## src/rtl/clk_div_multi_if.sv

```systemverilog
// Control and output bundle for the multi-channel clock divider.
// The master side configures the channels; the slave side is the divider.
interface clk_div_multi_if #(
    parameter int WIDTH    = 24,
    parameter int CHANNELS = 2,
    parameter int SEL_W    = 1
);
    logic [CHANNELS-1:0] en;
    logic                load;
    logic [SEL_W-1:0]    ch_sel;
    logic [WIDTH-1:0]    div_in;
    logic [WIDTH-1:0]    high_in;
    logic [CHANNELS-1:0] clk_out;
    logic [CHANNELS-1:0] tick;

    modport master (
        output en, load, ch_sel, div_in, high_in,
        input  clk_out, tick
    );

    modport slave (
        input  en, load, ch_sel, div_in, high_in,
        output clk_out, tick
    );
endinterface

```

## src/rtl/clk_div_multi.sv

```systemverilog
// Independent programmable clock dividers with shadowed (period, high-time) pairs
// that take effect only at a period boundary, when disabled, or when the period is degenerate.
module clk_div_multi #(
    parameter int               WIDTH        = 24,
    parameter int               CHANNELS     = 2,
    parameter int               SEL_W        = 1,
    parameter logic [WIDTH-1:0] DEFAULT_DIV  = WIDTH'(24'd12_000_000),
    parameter logic [WIDTH-1:0] DEFAULT_HIGH = WIDTH'(24'd6_000_000)
) (
    input  logic           clk_in,
    input  logic           rst,
    clk_div_multi_if.slave bus
);

    logic [CHANNELS-1:0] clk_out_vec;
    logic [CHANNELS-1:0] tick_vec;

    generate
        for (genvar gi = 0; gi < CHANNELS; gi++) begin : g_ch
            logic [WIDTH-1:0] cnt_q, cnt_d;
            logic [WIDTH-1:0] act_div_q, act_div_d;
            logic [WIDTH-1:0] act_high_q, act_high_d;
            logic [WIDTH-1:0] shd_div_q, shd_div_d;
            logic [WIDTH-1:0] shd_high_q, shd_high_d;
            logic             pend_q, pend_d;
            logic             clk_out_q, clk_out_d;
            logic             tick_q, tick_d;
            logic             load_hit;
            logic             pend_eff;
            logic             short_p;
            logic             wrap;
            logic             apply;

            always_comb begin
                // A load on this very edge counts as already pending so it can apply immediately.
                load_hit   = bus.load && (bus.ch_sel == SEL_W'(gi));
                shd_div_d  = load_hit ? bus.div_in  : shd_div_q;
                shd_high_d = load_hit ? bus.high_in : shd_high_q;
                pend_eff   = pend_q || load_hit;

                short_p = (act_div_q < WIDTH'(2));
                wrap    = (cnt_q == act_div_q - WIDTH'(1));
                apply   = pend_eff && (!bus.en[gi] || short_p || wrap);

                act_div_d  = apply ? shd_div_d  : act_div_q;
                act_high_d = apply ? shd_high_d : act_high_q;
                pend_d     = pend_eff && !apply;

                cnt_d     = '0;
                clk_out_d = 1'b0;
                tick_d    = 1'b0;
                if (bus.en[gi] && !short_p) begin
                    cnt_d     = wrap ? '0 : cnt_q + WIDTH'(1);
                    clk_out_d = (cnt_q < act_high_q);
                    tick_d    = wrap;
                end
            end

            always_ff @(posedge clk_in or negedge rst) begin
                if (!rst) begin
                    cnt_q      <= '0;
                    act_div_q  <= DEFAULT_DIV;
                    act_high_q <= DEFAULT_HIGH;
                    shd_div_q  <= DEFAULT_DIV;
                    shd_high_q <= DEFAULT_HIGH;
                    pend_q     <= 1'b0;
                    clk_out_q  <= 1'b0;
                    tick_q     <= 1'b0;
                end else begin
                    cnt_q      <= cnt_d;
                    act_div_q  <= act_div_d;
                    act_high_q <= act_high_d;
                    shd_div_q  <= shd_div_d;
                    shd_high_q <= shd_high_d;
                    pend_q     <= pend_d;
                    clk_out_q  <= clk_out_d;
                    tick_q     <= tick_d;
                end
            end

            assign clk_out_vec[gi] = clk_out_q;
            assign tick_vec[gi]    = tick_q;
        end
    endgenerate

    assign bus.clk_out = clk_out_vec;
    assign bus.tick    = tick_vec;

endmodule

```

## src/flat_wrapper.sv

```systemverilog
// flat-port wrapper written by rule: the top's interface ports become plain ports
module clk_div_multi_flat 
#(
    parameter int               WIDTH        = 24,
    parameter int               CHANNELS     = 2,
    parameter int               SEL_W        = 1,
    parameter logic [WIDTH-1:0] DEFAULT_DIV  = WIDTH'(24'd12_000_000),
    parameter logic [WIDTH-1:0] DEFAULT_HIGH = WIDTH'(24'd6_000_000)
)
  (clk_in, rst, bus_en, bus_load, bus_ch_sel, bus_div_in, bus_high_in, bus_clk_out, bus_tick);
  clk_div_multi_if #(.WIDTH(WIDTH), .CHANNELS(CHANNELS), .SEL_W(SEL_W)) bus_i ();
  input  logic clk_in;
  input  logic rst;
  input wire logic [$bits(bus_i.en)-1:0] bus_en;
  input wire logic [$bits(bus_i.load)-1:0] bus_load;
  input wire logic [$bits(bus_i.ch_sel)-1:0] bus_ch_sel;
  input wire logic [$bits(bus_i.div_in)-1:0] bus_div_in;
  input wire logic [$bits(bus_i.high_in)-1:0] bus_high_in;
  output wire logic [$bits(bus_i.clk_out)-1:0] bus_clk_out;
  output wire logic [$bits(bus_i.tick)-1:0] bus_tick;
  assign bus_i.en = bus_en;
  assign bus_i.load = bus_load;
  assign bus_i.ch_sel = bus_ch_sel;
  assign bus_i.div_in = bus_div_in;
  assign bus_i.high_in = bus_high_in;
  assign bus_clk_out = bus_i.clk_out;
  assign bus_tick = bus_i.tick;
  clk_div_multi #(.WIDTH(WIDTH), .CHANNELS(CHANNELS), .SEL_W(SEL_W), .DEFAULT_DIV(DEFAULT_DIV), .DEFAULT_HIGH(DEFAULT_HIGH)) u_core (.clk_in(clk_in), .rst(rst), .bus(bus_i));
endmodule
```

## config.mk

```make
export PLATFORM = sky130hd
export DESIGN_NAME = clk_div_multi_flat
export DESIGN_NICKNAME = d
export VERILOG_FILES = /design/src/rtl/clk_div_multi_if.sv /design/src/rtl/clk_div_multi.sv /design/src/flat_wrapper.sv
export SDC_FILE = /design/constraint.sdc
export NUM_CORES = 1
export LEC_CHECK = 0
export CORE_MARGIN = 10
export CORE_UTILIZATION = 55
export CTS_CLUSTER_SIZE = 8
export DETAILED_ROUTE_END_ITERATION = 10
export HOLD_SLACK_MARGIN = 0.15
export PLACE_DENSITY = 0.83
export RECOVER_POWER = 25
export SLEW_MARGIN = 25
export SYNTH_ARGS = -nofsm -noshare
export SYNTH_HDL_FRONTEND = slang
export SYNTH_SLANG_ARGS = --single-unit
```

## constraint.sdc

```tcl
create_clock -name clk_in -period 3.2 [get_ports clk_in]
set_input_delay 0.64 -clock clk_in [delete_from_list [all_inputs] [get_ports clk_in]]
set_output_delay 0.64 -clock clk_in [all_outputs]
set_load 0.01 [all_outputs]
```

Word-level counts from Yosys, hierarchy flattened
Index checks and enable logic that the tools add are counted.
- logic and storage cells: 59
- output and inout port bits: 4
- register bits: 246
- bits of input ports: 54
- add/subtract/negate cells: 4
- magnitude comparators: 4
- mux-type cells: 12
- equal/unequal tests: 2
- bitwise logic cells: 1
- reduce and logical (&&, ||, !) cells: 20
- operators with widths (operator ; number):
    $mux W24 ; 8
    $add A24 B1 Y24 const B ; 2
    $eq A24 B24 Y1 ; 2
    $lt A24 B2 Y1 const B ; 2
    $lt A24 B24 Y1 ; 2
    $sub A24 B1 Y24 const B ; 2
    $logic_and A1 B1 Y1 ; 8
    $logic_not A1 Y1 ; 6
    $logic_or A1 B1 Y1 ; 6
    $mux W1 ; 4
    $not A1 Y1 ; 1

Logic depth before layout (Yosys ltp)
- depth after elaboration: 6
- depth in mapped cells: 13
- depth with buffers taken out: 10

Worst setup path before layout
Ideal clock, no wire load.
- kind: reg-to-reg
- start: reg u_core.g_ch[0].act_div_q[0]
- end: reg u_core.g_ch[0].act_high_q[12]
- stages on the path, launching flop included: 14
- data arrival time: 3.269 ns
- required time: 3.075 ns
- period minus slack after synthesis: 3.394 ns
- buffers on the path: 3
- setup slack: -0.194 ns
- library setup time: 0.125 ns
- path through: dfrtp_1 > inv_1 > ha_1 > or3b_2 > clkbuf_1 > or4_1 > nor4_1 > o21ai_0 > a32o_1 > nor4b_2 > a41oi_1 > buf_4 > buf_6 > mux2_4
- word-level cells in the longest chain between the ends: 4
- elaborated cells between the ends (all ways): 6
- those cells by class: add/sub: 1; order compare: 1; eq/ne: 1; reduce/logical: 3
- RTL lines (item ; line ; text):
    start: declaration ; clk_div_multi.sv:21 ; logic [WIDTH-1:0] act_div_q, act_div_d;
    start signal: assignment ; clk_div_multi.sv:71 ; act_div_q <= act_div_d;
    $sub A24 B1 Y24 / $lt A24 B2 Y1 (equally long branches) ; clk_div_multi.sv:42, clk_div_multi.sv:41 ;
    $eq A24 B24 Y1 / $logic_or A1 B1 Y1 (equally long branches) ; clk_div_multi.sv:42, clk_div_multi.sv:43 ;
    $logic_or A1 B1 Y1 * ; clk_div_multi.sv:43 ; apply = pend_eff && (!bus.en[gi] || short_p || wrap);
    $logic_and A1 B1 Y1 * ; clk_div_multi.sv:43 ;
    end signal: assignment ; clk_div_multi.sv:72 ; act_high_q <= act_high_d;
    end: declaration ; clk_div_multi.sv:22 ; logic [WIDTH-1:0] act_high_q, act_high_d;
Mark *: on every way between the ends. The rest lies on a longest branch, timed or not.
A chain may end at the register's enable or synchronous reset.

Final worst setup path
- start: reg u_core.g_ch[0].act_div_q[9]
- end: reg u_core.g_ch[0].act_high_q[12]
Same word-level chain as after synthesis.

==> impl_results.html <==
<table>
<tr><th>Metric</th><th>Value</th></tr>
<tr><th colspan="2">Layout</th></tr>
<tr><td>Share of final-layout standard cells stronger than drive strength 1</td><td>0.3663</td></tr>
<tr><td>Ant diodes</td><td>0</td></tr>
<tr><td>Final design instance area without fill</td><td>15940 um^2</td></tr>
<tr><td>Count of fill cells added during filler insertion</td><td>1445</td></tr>
<tr><td>Final cell count without fillers</td><td>1538</td></tr>
<tr><td>Most frequent standard cell in the layout excluding fill and tap cells</td><td>sky130_fd_sc_hd__dfrtp_1</td></tr>
<tr><td>Area taken by multi-input logic gates</td><td>6384 um^2</td></tr>
<tr><td>Area taken by flip-flops and latches</td><td>6256 um^2</td></tr>
<tr><td>Count of nets after finishing</td><td>1332</td></tr>
<tr><td>Utilization after layout</td><td>0.7018</td></tr>
<tr><td>Syn-to-layout area delta</td><td>25.35%</td></tr>
<tr><td>Most frequent cells in the layout</td><td>sky130_fd_sc_hd__dfrtp_1 (166), sky130_fd_sc_hd__mux2_2 (137), sky130_fd_sc_hd__dfstp_2 (80)</td></tr>
<tr><th colspan="2">Yosys</th></tr>
<tr><td>Post-synthesis instance total</td><td>1081</td></tr>
<tr><td>Average footprint of a synthesized cell</td><td>11.76 um^2</td></tr>
<tr><td>Library cells used by synthesis</td><td>65</td></tr>
<tr><td>Combined area of all synthesized cells</td><td>12710 um^2</td></tr>
<tr><td>Number of nets produced by synthesis</td><td>1185</td></tr>
<tr><td>Flip-flop cell with the highest count after synthesis</td><td>sky130_fd_sc_hd__dfrtp_1</td></tr>
<tr><td>Synthesis-stage register bit count</td><td>246</td></tr>
<tr><td>Sequential element share of the synthesized area</td><td>0.4920</td></tr>
<tr><td>Async set-reset flop share out of synthesis</td><td>1.000</td></tr>
<tr><td>Number of synthesis warnings</td><td>0</td></tr>
<tr><td>Number of flops mapped to enable cells by yosys</td><td>0</td></tr>
<tr><th colspan="2">Route</th></tr>
<tr><td>Drt first pass iters</td><td>7</td></tr>
<tr><td>Routed Antenna Nets</td><td>0</td></tr>
<tr><td>Number of remaining DRC errors</td><td>0</td></tr>
<tr><td>Final WL</td><td>35.06 mm</td></tr>
<tr><td>Vias after detailed routing</td><td>9359</td></tr>
<tr><td>Iter 0 DRT Violations</td><td>794</td></tr>
<tr><td>Detail-routed net length per standard cell</td><td>22.80 um</td></tr>
<tr><td>DR vias/cell</td><td>6.085</td></tr>
<tr><th colspan="2">Die</th></tr>
<tr><td>Starting utilization of the core area</td><td>0.5599</td></tr>
<tr><td>Cell row count</td><td>55</td></tr>
<tr><td>Die H</td><td>172.0 um</td></tr>
<tr><td>Core Box Area</td><td>22710 um^2</td></tr>
<tr><td>Boundary pin count</td><td>58</td></tr>
<tr><td>Area of the die</td><td>29600 um^2</td></tr>
<tr><td>Die width</td><td>172.0 um</td></tr>
<tr><th colspan="2">STA</th></tr>
<tr><td>Total negative slack</td><td>-7.612 ns</td></tr>
<tr><td>Slew Limit Headroom</td><td>-0.5688</td></tr>
<tr><td>Hold Vio Cnt, Final</td><td>0</td></tr>
<tr><td>Slew Limit Fails</td><td>89</td></tr>
<tr><td>Clock Skew</td><td>0.02095 ns</td></tr>
<tr><td>Worst hold slack</td><td>0.4967 ns</td></tr>
<tr><td>RSZ-0062 raised after global routing</td><td>yes</td></tr>
<tr><td>Final critical path time including I/O delays and setup</td><td>3.376 ns</td></tr>
<tr><td>Fmax</td><td>0.2962 GHz</td></tr>
<tr><td>Min setup slack post-route</td><td>-0.1760 ns</td></tr>
<tr><td>Endpoints failing setup</td><td>78</td></tr>
<tr><td>Ratio of final minimum period to clock period</td><td>1.055</td></tr>
<tr><td>Slew of the pin with the lowest slew margin</td><td>2.353 ns</td></tr>
<tr><th colspan="2">Setup path</th></tr>
<tr><td>Data arrival at the endpoint of the critical path</td><td>3.77 ns</td></tr>
<tr><td>Reg2reg setup slack</td><td>-0.18 ns</td></tr>
<tr><td>Crit start category</td><td>flip-flop</td></tr>
<tr><td>Source of the critical timing path</td><td>u_core.g_ch[0].act_div_q[9]$_DFFE_PN1P_</td></tr>
<tr><td>Worst R2R End</td><td>u_core.g_ch[0].act_high_q[12]$_DFFE_PN0P_</td></tr>
<tr><td>Worst reg2reg path startpoint</td><td>u_core.g_ch[0].act_div_q[9]$_DFFE_PN1P_</td></tr>
<tr><td>Setup CP Type</td><td>flip-flop to flip-flop</td></tr>
<tr><td>Crit path capture type</td><td>flip-flop</td></tr>
<tr><td>Reg2reg path depth</td><td>11</td></tr>
<tr><td>Worst-path fanout max</td><td>8</td></tr>
<tr><td>CP required</td><td>3.60 ns</td></tr>
<tr><th colspan="2">Global route</th></tr>
<tr><td>Pin count of the biggest net entering global routing</td><td>91</td></tr>
<tr><td>Vias in the first global route</td><td>9755</td></tr>
<tr><td>GRT Resource Usage Total</td><td>0.2282</td></tr>
<tr><td>Number of antenna violations at the first check in global routing</td><td>0</td></tr>
<tr><td>Gr ovfl total</td><td>0</td></tr>
<tr><td>Wire length of the first global-routing pass</td><td>52.88 mm</td></tr>
<tr><th colspan="2">Place</th></tr>
<tr><td>HPWL after detailed placement</td><td>22.40 mm</td></tr>
<tr><td>Number of placed cells counting well taps</td><td>1454</td></tr>
<tr><td>Area after detailed placement</td><td>14220 um^2</td></tr>
<tr><td>Gpl congestion</td><td>0.8865</td></tr>
<tr><td>Number of I/O port buffers</td><td>57</td></tr>
<tr><th colspan="2">Clocking</th></tr>
<tr><td>Num CTS Buffers</td><td>36</td></tr>
<tr><td>Buffer depth of the longest clock path</td><td>3</td></tr>
<tr><td>Clock slew seen by the registers of the worst setup and hold paths</td><td>0.05 ns</td></tr>
<tr><td>Clock root buffer master</td><td>sky130_fd_sc_hd__clkbuf_16</td></tr>
<tr><td>Number of levels the H-tree was split into</td><td>2</td></tr>
<tr><td>TritonCTS clock tree</td><td>yes</td></tr>
<tr><td>Clk sinks</td><td>246</td></tr>
<tr><td>Latest clock arrival within the worst-skew pair</td><td>0.52 ns</td></tr>
<tr><th colspan="2">Outcome</th></tr>
<tr><td>Result of the run</td><td>finished, violations left</td></tr>
<tr><td>Violations in the final reports</td><td>capacitance limit, slew limit, setup timing</td></tr>
<tr><th colspan="2">Pwr</th></tr>
<tr><td>Maximum vdd drop</td><td>0.0004158 V</td></tr>
<tr><td>Pwr per Cell Area</td><td>662.3 nW/um^2</td></tr>
<tr><td>Pleak</td><td>6.984 nW</td></tr>
<tr><th colspan="2">Worst hold path</th></tr>
<tr><td>Worst hold endpoint</td><td>u_core.g_ch[1].shd_high_q[4]$_DFF_PN0_</td></tr>
<tr><td>Worst hold path type</td><td>flip-flop to flip-flop</td></tr>
<tr><td>Hold Crit Depth</td><td>1</td></tr>
<tr><td>Origin of the worst min-delay path</td><td>u_core.g_ch[1].shd_high_q[4]$_DFF_PN0_</td></tr>
<tr><th colspan="2">Flow run</th></tr>
<tr><td>Max-capacitance violation count</td><td>1</td></tr>
</table>
## where the power goes
| part | switching (W) | internal (W) | leakage (nW) |
|---|---|---|---|
| clock | 0.00136 | 0.00221 | 0.510 |
| combinational | 0.00127 | 0.00143 | 3.57 |
| sequential | 0.000445 | 0.00384 | 2.90 |
## metal layers
metal,vias to the layer above,share of wire,GRT usage
met5,-,0,0
met1,4770,0.40,0.2734
met2,345,0.52,0.4062
met3,100,0.046,0.03101
li1,4144,-,-
met4,0,0.035,0.08846
## flip-flops by register name, summed over array words and instances (netlist names)
register / cells
u_core.g_ch.act_div_q: 48
u_core.g_ch.act_high_q: 48
u_core.g_ch.cnt_q: 48
u_core.g_ch.shd_div_q: 48
u_core.g_ch.shd_high_q: 48
u_core.g_ch.clk_out_q: 2
u_core.g_ch.pend_q: 2
u_core.g_ch.tick_q: 2
## stage by stage
stage / power (W) / setup WS (ns)
4_1_cts: 0.01032 / -0.1732
6_report: 0.01056 / -0.1760
5_1_grt: 0.01097 / -0.2657
3_3_place_gp: 0.006473 / -0.1393
2_1_floorplan: 0.005688 / -0.1401
3_5_place_dp: 0.006593 / -0.1763
## critical path: stages (launching register included)
cell and delay, ns:
sky130_fd_sc_hd__dfstp_2 0.37, sky130_fd_sc_hd__or4_4 0.54, sky130_fd_sc_hd__buf_6 0.13, sky130_fd_sc_hd__or4_4 0.53, sky130_fd_sc_hd__nor4_4 0.14, sky130_fd_sc_hd__o21ai_1 0.10, sky130_fd_sc_hd__a32o_2 0.27, sky130_fd_sc_hd__nor4b_4 0.35
sky130_fd_sc_hd__a41oi_4 0.19, sky130_fd_sc_hd__buf_12 0.20, sky130_fd_sc_hd__buf_16 0.15, sky130_fd_sc_hd__mux2_4 0.30
## cell type report
class / instances / area share
inverters: 65 / 0.01531
flip-flops and latches: 246 / 0.3925
clock inverters: 1 / 0.001021
repair buffers: 159 / 0.1023
well taps: 285 / 0.02237
multi-input cells: 720 / 0.4005
clock buffers: 62 / 0.06594
## Yosys cell counts, types with 6 or more instances
cell type,n,area (um^2)
sky130_fd_sc_hd__a211oi_1,9,67.56
sky130_fd_sc_hd__a21o_1,19,142.6
sky130_fd_sc_hd__a21oi_1,16,80.08
sky130_fd_sc_hd__and3_1,7,43.79
sky130_fd_sc_hd__buf_2,6,30.03
sky130_fd_sc_hd__buf_4,7,52.55
sky130_fd_sc_hd__clkbuf_1,31,116.4
sky130_fd_sc_hd__dfrtp_1,166,4154
sky130_fd_sc_hd__dfstp_2,80,2102
sky130_fd_sc_hd__ha_1,50,625.6
sky130_fd_sc_hd__inv_1,65,244.0
sky130_fd_sc_hd__mux2_2,172,1937
sky130_fd_sc_hd__mux2_4,20,300.3
sky130_fd_sc_hd__nand2_1,27,101.4
sky130_fd_sc_hd__nand2b_1,9,56.30
sky130_fd_sc_hd__nand3_1,33,165.2
sky130_fd_sc_hd__nand4_1,22,137.6
sky130_fd_sc_hd__nor2_1,57,214.0
sky130_fd_sc_hd__nor3_1,49,245.2
sky130_fd_sc_hd__nor3b_1,6,45.04
sky130_fd_sc_hd__nor4_1,14,87.58
sky130_fd_sc_hd__nor4b_1,6,52.55
sky130_fd_sc_hd__o21ai_0,15,75.07
sky130_fd_sc_hd__or3_1,8,50.05
sky130_fd_sc_hd__or4_1,11,82.58
sky130_fd_sc_hd__xnor2_1,55,481.7
sky130_fd_sc_hd__xor2_1,46,402.9
## cell families (layout without fill, tap and decap cells)
kind of cell	count (synthesis)	in the layout	share of synthesized area
buffers and inverters	115	287	0.03779
AO/OA/AOI/OAI	100	100	0.05550
adder cells (fa/ha/maj)	50	50	0.04920
multiplexers	195	195	0.1783
AND/OR/NAND/NOR	274	274	0.1176
flip-flops	246	246	0.4920
XOR/XNOR	101	101	0.06957
## worst max path at each step
stage	slack (ns)	to	depth (start not counted)
finish	-0.18	u_core.g_ch[0].act_high_q[12]$_DFFE_PN0P_	11
global route	-0.27	u_core.g_ch[0].act_high_q[12]$_DFFE_PN0P_	11
CTS	-0.17	u_core.g_ch[0].act_div_q[14]$_DFFE_PN0P_	12
detailed placement	-0.18	u_core.g_ch[0].act_div_q[7]$_DFFE_PN0P_	8
global placement	-0.14	u_core.g_ch[0].act_high_q[23]$_DFFE_PN0P_	8
floorplan	-0.14	u_core.g_ch[0].act_high_q[12]$_DFFE_PN0P_	10
## timing repair
action / CTS / global route
pin swaps: 13 / 14
cloned: 6 / 2
hold buffers: 0 / 0
buffers inserted: 10 / 4
gates resized for setup: 29 / 58
setup endpoints to repair: 88 / 96
Note: power is estimated with default switching activity, not from simulation.
